<file path="src/rtl/ppu_decode_stage.sv">
// ppu_decode_stage: registered MIPS instruction-decode stage.
//   Decodes the IF/ID instruction into a packed control word, register
//   specifiers, resolved destination and extended immediate, all held in a
//   one-cycle output register. Adds a load-use interlock (one bubble),
//   EX backpressure, flush and a saturating illegal-instruction counter.
// Ports:
//   clk, reset          rising-edge clock, synchronous active-high reset
//   if_valid, instr     instruction from IF/ID
//   ex_ready            EX accepts the held output this cycle
//   flush               drop the held output and the current input
//   id_stall            combinational: IF must hold instr and PC
//   id_valid            output register holds a real instruction
//   id_ctrl             {src_op[2:0], alu_op[3:0], b_instr, load, rf_en,
//                        ta_instr, mem_size[1:0], mem_rw, mem_se, mem_en,
//                        hi_en, lo_en}
//     src_op: 0 rs/rt, 1 rs/imm, 2 shamt/rt, 3 rs/zero (compare with zero),
//             4 link (write PC+8)
//   id_rs, id_rt        source specifiers
//   id_dest             resolved destination register
//   id_imm              extended immediate
//   id_illegal          unsupported encoding (control word all zero)
//   illegal_cnt         saturating count of issued illegal instructions
module ppu_decode_stage #(
  parameter int INSTR_W = 32,
  parameter int REG_W   = 5,
  parameter int CNT_W   = 8
) (
  input  logic               clk,
  input  logic               reset,
  input  logic               if_valid,
  input  logic [INSTR_W-1:0] instr,
  input  logic               ex_ready,
  input  logic               flush,
  output logic               id_stall,
  output logic               id_valid,
  output logic [17:0]        id_ctrl,
  output logic [REG_W-1:0]   id_rs,
  output logic [REG_W-1:0]   id_rt,
  output logic [REG_W-1:0]   id_dest,
  output logic [31:0]        id_imm,
  output logic               id_illegal,
  output logic [CNT_W-1:0]   illegal_cnt
);

  typedef enum logic {RUN, INTERLOCK} state_t;

  localparam logic [2:0] SRC_REG   = 3'd0;
  localparam logic [2:0] SRC_IMM   = 3'd1;
  localparam logic [2:0] SRC_SHAMT = 3'd2;
  localparam logic [2:0] SRC_ZERO  = 3'd3;
  localparam logic [2:0] SRC_LINK  = 3'd4;

  state_t           state;
  logic             sb_valid;
  logic [REG_W-1:0] sb_dest;

  logic [5:0]       opcode, funct;
  logic [REG_W-1:0] f_rs, f_rt, f_rd;
  logic [15:0]      f_imm;

  assign opcode = instr[31:26];
  assign funct  = instr[5:0];
  assign f_rs   = instr[25:21];
  assign f_rt   = instr[20:16];
  assign f_rd   = instr[15:11];
  assign f_imm  = instr[15:0];

  logic [2:0]       d_src;
  logic [3:0]       d_alu;
  logic [1:0]       d_size;
  logic             d_b, d_load, d_wr, d_ta, d_rw, d_se, d_men;
  logic             d_illegal, d_use_rs, d_use_rt, d_zext, d_lui;
  logic [REG_W-1:0] d_dest_raw, d_dest;
  logic [17:0]      d_ctrl;
  logic [31:0]      d_imm;

  always_comb begin
    d_src = SRC_REG; d_alu = '0; d_size = '0;
    d_b = 1'b0; d_load = 1'b0; d_wr = 1'b0; d_ta = 1'b0;
    d_rw = 1'b0; d_se = 1'b0; d_men = 1'b0;
    d_illegal = 1'b0; d_use_rs = 1'b1; d_use_rt = 1'b0;
    d_zext = 1'b0; d_lui = 1'b0; d_dest_raw = '0;
    case (opcode)
      6'h00: begin
        d_dest_raw = f_rd; d_wr = 1'b1; d_use_rt = 1'b1;
        case (funct)
          6'h20: d_alu = 4'h0;
          6'h21: d_alu = 4'h1;
          6'h22: d_alu = 4'h2;
          6'h23: d_alu = 4'h3;
          6'h24: d_alu = 4'h4;
          6'h25: d_alu = 4'h5;
          6'h26: d_alu = 4'h6;
          6'h27: d_alu = 4'h7;
          6'h2A: d_alu = 4'h8;
          6'h2B: d_alu = 4'h9;
          6'h00: begin d_alu = 4'hB; d_src = SRC_SHAMT; d_use_rs = 1'b0; end
          6'h02: begin d_alu = 4'hC; d_src = SRC_SHAMT; d_use_rs = 1'b0; end
          6'h03: begin d_alu = 4'hD; d_src = SRC_SHAMT; d_use_rs = 1'b0; end
          6'h08: begin d_alu = 4'hE; d_ta = 1'b1; d_wr = 1'b0; d_use_rt = 1'b0; end
          6'h09: begin d_alu = 4'hE; d_ta = 1'b1; d_src = SRC_LINK; d_use_rt = 1'b0; end
          default: d_illegal = 1'b1;
        endcase
      end
      6'h01: begin
        d_alu = 4'h3; d_b = 1'b1; d_src = SRC_ZERO;
        case (f_rt)
          5'h00, 5'h01: ;
          5'h10, 5'h11: begin d_wr = 1'b1; d_dest_raw = REG_W'(31); d_src = SRC_LINK; end
          default:      d_illegal = 1'b1;
        endcase
      end
      6'h02: begin d_alu = 4'hE; d_ta = 1'b1; d_use_rs = 1'b0; end
      6'h03: begin
        d_alu = 4'hE; d_ta = 1'b1; d_use_rs = 1'b0;
        d_wr = 1'b1; d_dest_raw = REG_W'(31); d_src = SRC_LINK;
      end
      6'h04, 6'h05: begin d_alu = 4'h3; d_b = 1'b1; d_use_rt = 1'b1; end
      6'h06, 6'h07: begin d_alu = 4'h3; d_b = 1'b1; d_src = SRC_ZERO; end
      6'h08, 6'h09, 6'h0A, 6'h0B, 6'h0C, 6'h0D, 6'h0E, 6'h0F: begin
        d_src = SRC_IMM; d_wr = 1'b1; d_dest_raw = f_rt;
        case (opcode[2:0])
          3'h0: d_alu = 4'h0;
          3'h1: d_alu = 4'h1;
          3'h2: d_alu = 4'h8;
          3'h3: d_alu = 4'h9;
          3'h4: begin d_alu = 4'h4; d_zext = 1'b1; end
          3'h5: begin d_alu = 4'h5; d_zext = 1'b1; end
          3'h6: begin d_alu = 4'h6; d_zext = 1'b1; end
          default: begin d_alu = 4'hA; d_lui = 1'b1; d_use_rs = 1'b0; end
        endcase
      end
      6'h20, 6'h21, 6'h23, 6'h24, 6'h25: begin
        d_alu = 4'h1; d_src = SRC_IMM; d_load = 1'b1; d_wr = 1'b1;
        d_dest_raw = f_rt; d_men = 1'b1;
        case (opcode)
          6'h20:   begin d_size = 2'b00; d_se = 1'b1; end
          6'h21:   begin d_size = 2'b01; d_se = 1'b1; end
          6'h24:   d_size = 2'b00;
          6'h25:   d_size = 2'b01;
          default: d_size = 2'b10;
        endcase
      end
      6'h28, 6'h29, 6'h2B: begin
        d_alu = 4'h1; d_src = SRC_IMM; d_rw = 1'b1; d_men = 1'b1; d_use_rt = 1'b1;
        d_size = (opcode == 6'h28) ? 2'b00 : (opcode == 6'h29) ? 2'b01 : 2'b10;
      end
      default: d_illegal = 1'b1;
    endcase
    // An unsupported encoding reads rs only and drives no control at all.
    if (d_illegal) begin
      d_use_rs = 1'b1;
      d_use_rt = 1'b0;
    end
  end

  assign d_dest = d_illegal ? '0 : d_dest_raw;
  assign d_ctrl = d_illegal ? '0 :
                  {d_src, d_alu, d_b, d_load, d_wr && (d_dest != '0), d_ta,
                   d_size, d_rw, d_se, d_men, 2'b00};
  assign d_imm  = d_lui  ? {f_imm, 16'h0000} :
                  d_zext ? {16'h0000, f_imm} : {{16{f_imm[15]}}, f_imm};

  logic hazard, hold, adv, take;

  assign hazard = (state == RUN) && if_valid && sb_valid && (sb_dest != '0) &&
                  ((d_use_rs && (f_rs == sb_dest)) || (d_use_rt && (f_rt == sb_dest)));
  // Backpressure wins over a hazard; the hazard is re-evaluated once EX drains.
  assign hold     = id_valid && !ex_ready;
  assign id_stall = !reset && !flush && (hold || hazard);
  assign adv      = reset || flush || !hold;
  assign take     = !reset && !flush && !hold && !hazard && if_valid;

  always_ff @(posedge clk) begin
    if (adv) begin
      id_valid   <= take;
      id_ctrl    <= take ? d_ctrl : '0;
      id_rs      <= take ? f_rs   : '0;
      id_rt      <= take ? f_rt   : '0;
      id_dest    <= take ? d_dest : '0;
      id_imm     <= take ? d_imm  : '0;
      id_illegal <= take && d_illegal;
    end
    if (reset)
      illegal_cnt <= '0;
    else if (take && d_illegal && !(&illegal_cnt))
      illegal_cnt <= illegal_cnt + 1'b1;
    if (reset || flush) begin
      state    <= RUN;
      sb_valid <= 1'b0;
      sb_dest  <= '0;
    end else if (!hold) begin
      state    <= hazard ? INTERLOCK : RUN;
      sb_valid <= take && d_load && (d_dest != '0);
      sb_dest  <= d_dest;
    end
  end

endmodule

</file>
<file path="config.mk">
export PLATFORM = sky130hd
export DESIGN_NAME = ppu_decode_stage
export DESIGN_NICKNAME = d
export VERILOG_FILES = /design/src/rtl/ppu_decode_stage.sv
export SDC_FILE = /design/constraint.sdc
export NUM_CORES = 1
export LEC_CHECK = 0
export CORE_ASPECT_RATIO = 0.7
export CORE_MARGIN = 3
export CORE_UTILIZATION = 44
export CTS_CLUSTER_SIZE = 20
export DETAILED_ROUTE_END_ITERATION = 10
export GPL_TIMING_DRIVEN = 1
export PLACE_DENSITY = 0.83
export RECOVER_POWER = 100
export REMOVE_ABC_BUFFERS = 1
export SYNTH_ARGS = -nofsm -noshare
export SYNTH_HDL_FRONTEND = slang
export SYNTH_SLANG_ARGS = --single-unit
export TNS_END_PERCENT = 30
</file>
<file path="constraint.sdc">
create_clock -name clk -period 2.64 [get_ports clk]
set_clock_uncertainty 0.1 [all_clocks]
set_input_delay 0.396 -clock clk [delete_from_list [all_inputs] [get_ports clk]]
set_output_delay 0.396 -clock clk [all_outputs]
set_load 0.02 [all_outputs]
</file>
==> flow_metrics.env <==
export IMPL_status="finished, violations left"
export IMPL_failed_checks="setup timing"
export IMPL_crit_family="buffers and inverters"
export IMPL_slowest_delay_ns=0.55
export IMPL_n_fill_cell=587
export IMPL_critPathLaunchType="primary input"
export IMPL_first_pass_iters=5
export IMPL_synth_async_reset_ratio=0
export IMPL_final_nets=613
export IMPL_drive_gt1_frac=0.249
export IMPL_grt_use_met1=0.354
export IMPL_numCtsBuffers=9
export IMPL_pwr_share_comb=0.141
export IMPL_drt_iter0_markers=377
export IMPL_worst_pin_slew_ns=0.705
export IMPL_placed_area_mm2=0.00578
export IMPL_pwr_share_seq=0.442
export IMPL_numPortBuffers=110
export IMPL_cts_clk_slew_worst_paths_ns=0.06
export IMPL_synth_largest_area_cell="edfxtp_1"
export IMPL_htreeDepth=3
export IMPL_critPathKind="primary input to register"
export IMPL_slew_headroom=0.529
export IMPL_viasPerCell=5.67
export IMPL_clk_path_buf_depth=2
export IMPL_top_usage_layer="met2"
export IMPL_syn_area_mm2=0.00407
export IMPL_place_congestion=0.879
export IMPL_antenna_found_initial=0
export IMPL_die_h_um=86.5
export IMPL_synthFlopType="edfxtp_1"
export IMPL_yosysSeqAreaShare=0.553
export IMPL_p_total_w=0.00315
export IMPL_ant_nets=0
export IMPL_vias=3962
export IMPL_syn_inst=392
export IMPL_area_growth_pct=56.0
export IMPL_clkPwrFrac=0.417
export IMPL_use_met3=0.0574
export IMPL_max_cap_violations=0
export IMPL_synth_edff_count=65
export IMPL_clkSinkCount=80
export IMPL_dp_hpwl_mm=9.00
export IMPL_holdCritPathClass="register to register"
export IMPL_cellPowerDensity_mw_per_mm2=496
export IMPL_worst_path_buf_inv=6
export IMPL_start_util=0.467
export IMPL_worstPathCellList="buf_6 > or4_4 > or2_4 > buf_6 > buf_12 > a31oi_4 > buf_4 > o221ai_2 > buf_6 > buf_4 > o21ai_0 > a21oi_1"
export IMPL_grt_usage=0.243
export IMPL_ios=113
export IMPL_grt_first_pass_wirelength_mm=19.9
export IMPL_grt_pass1_vias=3808
export IMPL_n_antenna_cell=0
export IMPL_synth_warnings=0
export IMPL_holdWs_ns=0.383
export IMPL_irDropWorstVdd_v=0.000432
export IMPL_worst_slack_ns=-0.0234
export IMPL_grt_setup_unrepaired="yes"
export IMPL_setup_viol=3
export IMPL_regToRegStartpoint="sb_dest[1]"
export IMPL_post_route_period_util=1.01
export IMPL_root_buffer="clkbuf_16"
export IMPL_rows=28
export IMPL_ys_seq_elements=80
export IMPL_drc=0
export IMPL_ys_types=64
export IMPL_synth_area_leaders="edfxtp_1 (48%), dfxtp_1 (7.4%), a21oi_1 (5.0%)"
export IMPL_crit_start="instr[26]"
export IMPL_crit_slowest_cell="or4_4"
export IMPL_min_from="sb_valid"
export IMPL_syn_area_per_cell_um2=10.4
export IMPL_post_route_min_period_ns=2.66
export IMPL_cp_arrival_ns=2.79
export IMPL_finalHoldViolations=0
export IMPL_tns_ns=-0.0523
export IMPL_finalWirelength_mm=12.8
export IMPL_insertion_delay_ns=0.34
export IMPL_crit_required_ns=2.76
export IMPL_cts_tree="built"
export IMPL_overflow=0
export IMPL_power_switching_share=0.232
export IMPL_slew_viol_final=0
export IMPL_fin_area_mm2=0.00636
export IMPL_core_mm2=0.00872
export IMPL_path_max_fanout=9
export IMPL_dieArea_mm2=0.0105
export IMPL_grt_max_degree=34
export IMPL_cell_internal_pwr_w=0.00242
export IMPL_wl_per_cell_um=18.3
export IMPL_timing_fmax_ghz=0.375
export IMPL_power_leakage_nw=2.79
export IMPL_cp_end_kind="register"
export IMPL_grtUsageMet2=0.365
export IMPL_crit_path_frequent_cell="buf_6"
export IMPL_synth_top_area_share=0.479
export IMPL_power_net_switching_w=0.000732
export IMPL_fp_dieW_um=121
==> power groups by stage <==
stage / combinational (W) / clock [W] / sequential (W)
floorplan: 0.000115 / 0 / 0.00146
global placement: 0.000409 / 0 / 0.00142
detailed placement: 0.000417 / 0 / 0.00142
CTS: 0.000436 / 0.00132 / 0.00140
global route: 0.000471 / 0.00138 / 0.00140
finish: 0.000445 / 0.00131 / 0.00139
==> worst reg2reg max path, stage by stage, from the launching register on <==
cell,delay (ns)
dfxtp_1,0.35
nor3_1,0.19
a21oi_1,0.11
buf_4,0.14
and3_1,0.19
buf_4,0.16
or4_4,0.52
buf_12,0.17
nor4b_4,0.29
==> state kept, by name (all words and copies together) (netlist names), 5 cells and up <==
| name | count |
|---|---|
| id_ctrl | 16 |
| id_dest | 5 |
| id_imm | 32 |
| id_rs | 5 |
| id_rt | 5 |
| illegal_cnt | 8 |
| sb_dest | 5 |
==> layout by cell type (no fill, tap or decap), types with 11 or more instances in the layout <==
cell             instances
dfxtp_1                 15
nand2_1                 37
nor2_1                  23
buf_4                   81
and2_1                  12
and3_1                  21
o21ai_0                 11
nor3_1                  15
dlygate4sd3_1           66
clkdlybuf4s50_1         30
edfxtp_1                65
a21oi_1                 39
==> synth_stat cells, types with 4 or more instances <==
cell and number:
xor2_1 5, inv_1 9, buf_2 4, a21oi_1 41, nor2_1 27, o221ai_1 4, clkbuf_1 16, dfxtp_1 15
or3_1 4, nand3_1 9, nand4_1 4, nor4_1 4, nand2b_1 6, and3_1 22, nor3_1 18, and2_1 12
nand2_1 38, xnor2_1 6, o21ai_0 15, edfxtp_1 65
==> metal layers <==
metal  wire (um)  share of wire  vias up
met5           0              0        -
met4         275          0.021        0
met3        1200          0.094       36
met2        5770           0.45      244
met1        5550           0.43     1861
li1            -              -     1821
==> cells by family after synthesis <==
kind of cell | Yosys count | synth area share
other | 1 | 0.000920
AOI/OAI and AO/OA | 92 | 0.147
xor gates and xnor gates | 11 | 0.0236
DFF | 80 | 0.553
muxes | 1 | 0.00246
and+or+nand+nor | 167 | 0.222
buffers and inverters | 39 | 0.0473
adders and majority gates | 1 | 0.00307
==> timing repair <==
| action | in CTS | in global routing |
|---|---|---|
| endpoints found under the setup margin | 74 | 42 |
| pin swaps | 7 | 17 |
| gates cloned | 1 | 0 |
| resized for setup | 48 | 22 |
| buffers inserted | 4 | 5 |
| hold buffers | 0 | 0 |
==> layout make-up <==
type / count / area [um2] / share of cell area
multi-input cells: 275 / 1780 / 0.280
inverters: 10 / 40.0 / 0.00630
clock buffers: 10 / 229 / 0.0360
repair buffers: 199 / 1830 / 0.287
flip-flops and latches: 80 / 2250 / 0.354
clock inverters: 5 / 81.3 / 0.0128
well taps: 120 / 150 / 0.0236
==> through the flow <==
| step | std cells | utilization | setup slack, ns |
|---|---|---|---|
| final | 699 | 0.729 | -0.0234 |
| after global routing | 699 | 0.729 | -0.0596 |
| after CTS | 694 | 0.717 | -0.0554 |
| after detailed placement | 674 | 0.662 | -0.749 |
| after global placement | 674 | 0.662 | -0.685 |
| after floorplan | 364 | - | -0.201 |
==> path summary, 6_finish.rpt <==
path                                       end  slack [ns]  cells after the start
worst max-delay path            illegal_cnt[1]       -0.02                     12
worst min-delay path                  sb_valid        0.38                      2
worst min register to register        sb_valid        0.38                      2
worst max register to register     id_ctrl[15]        0.22                      8
Note: power is estimated with default switching activity, not from simulation.
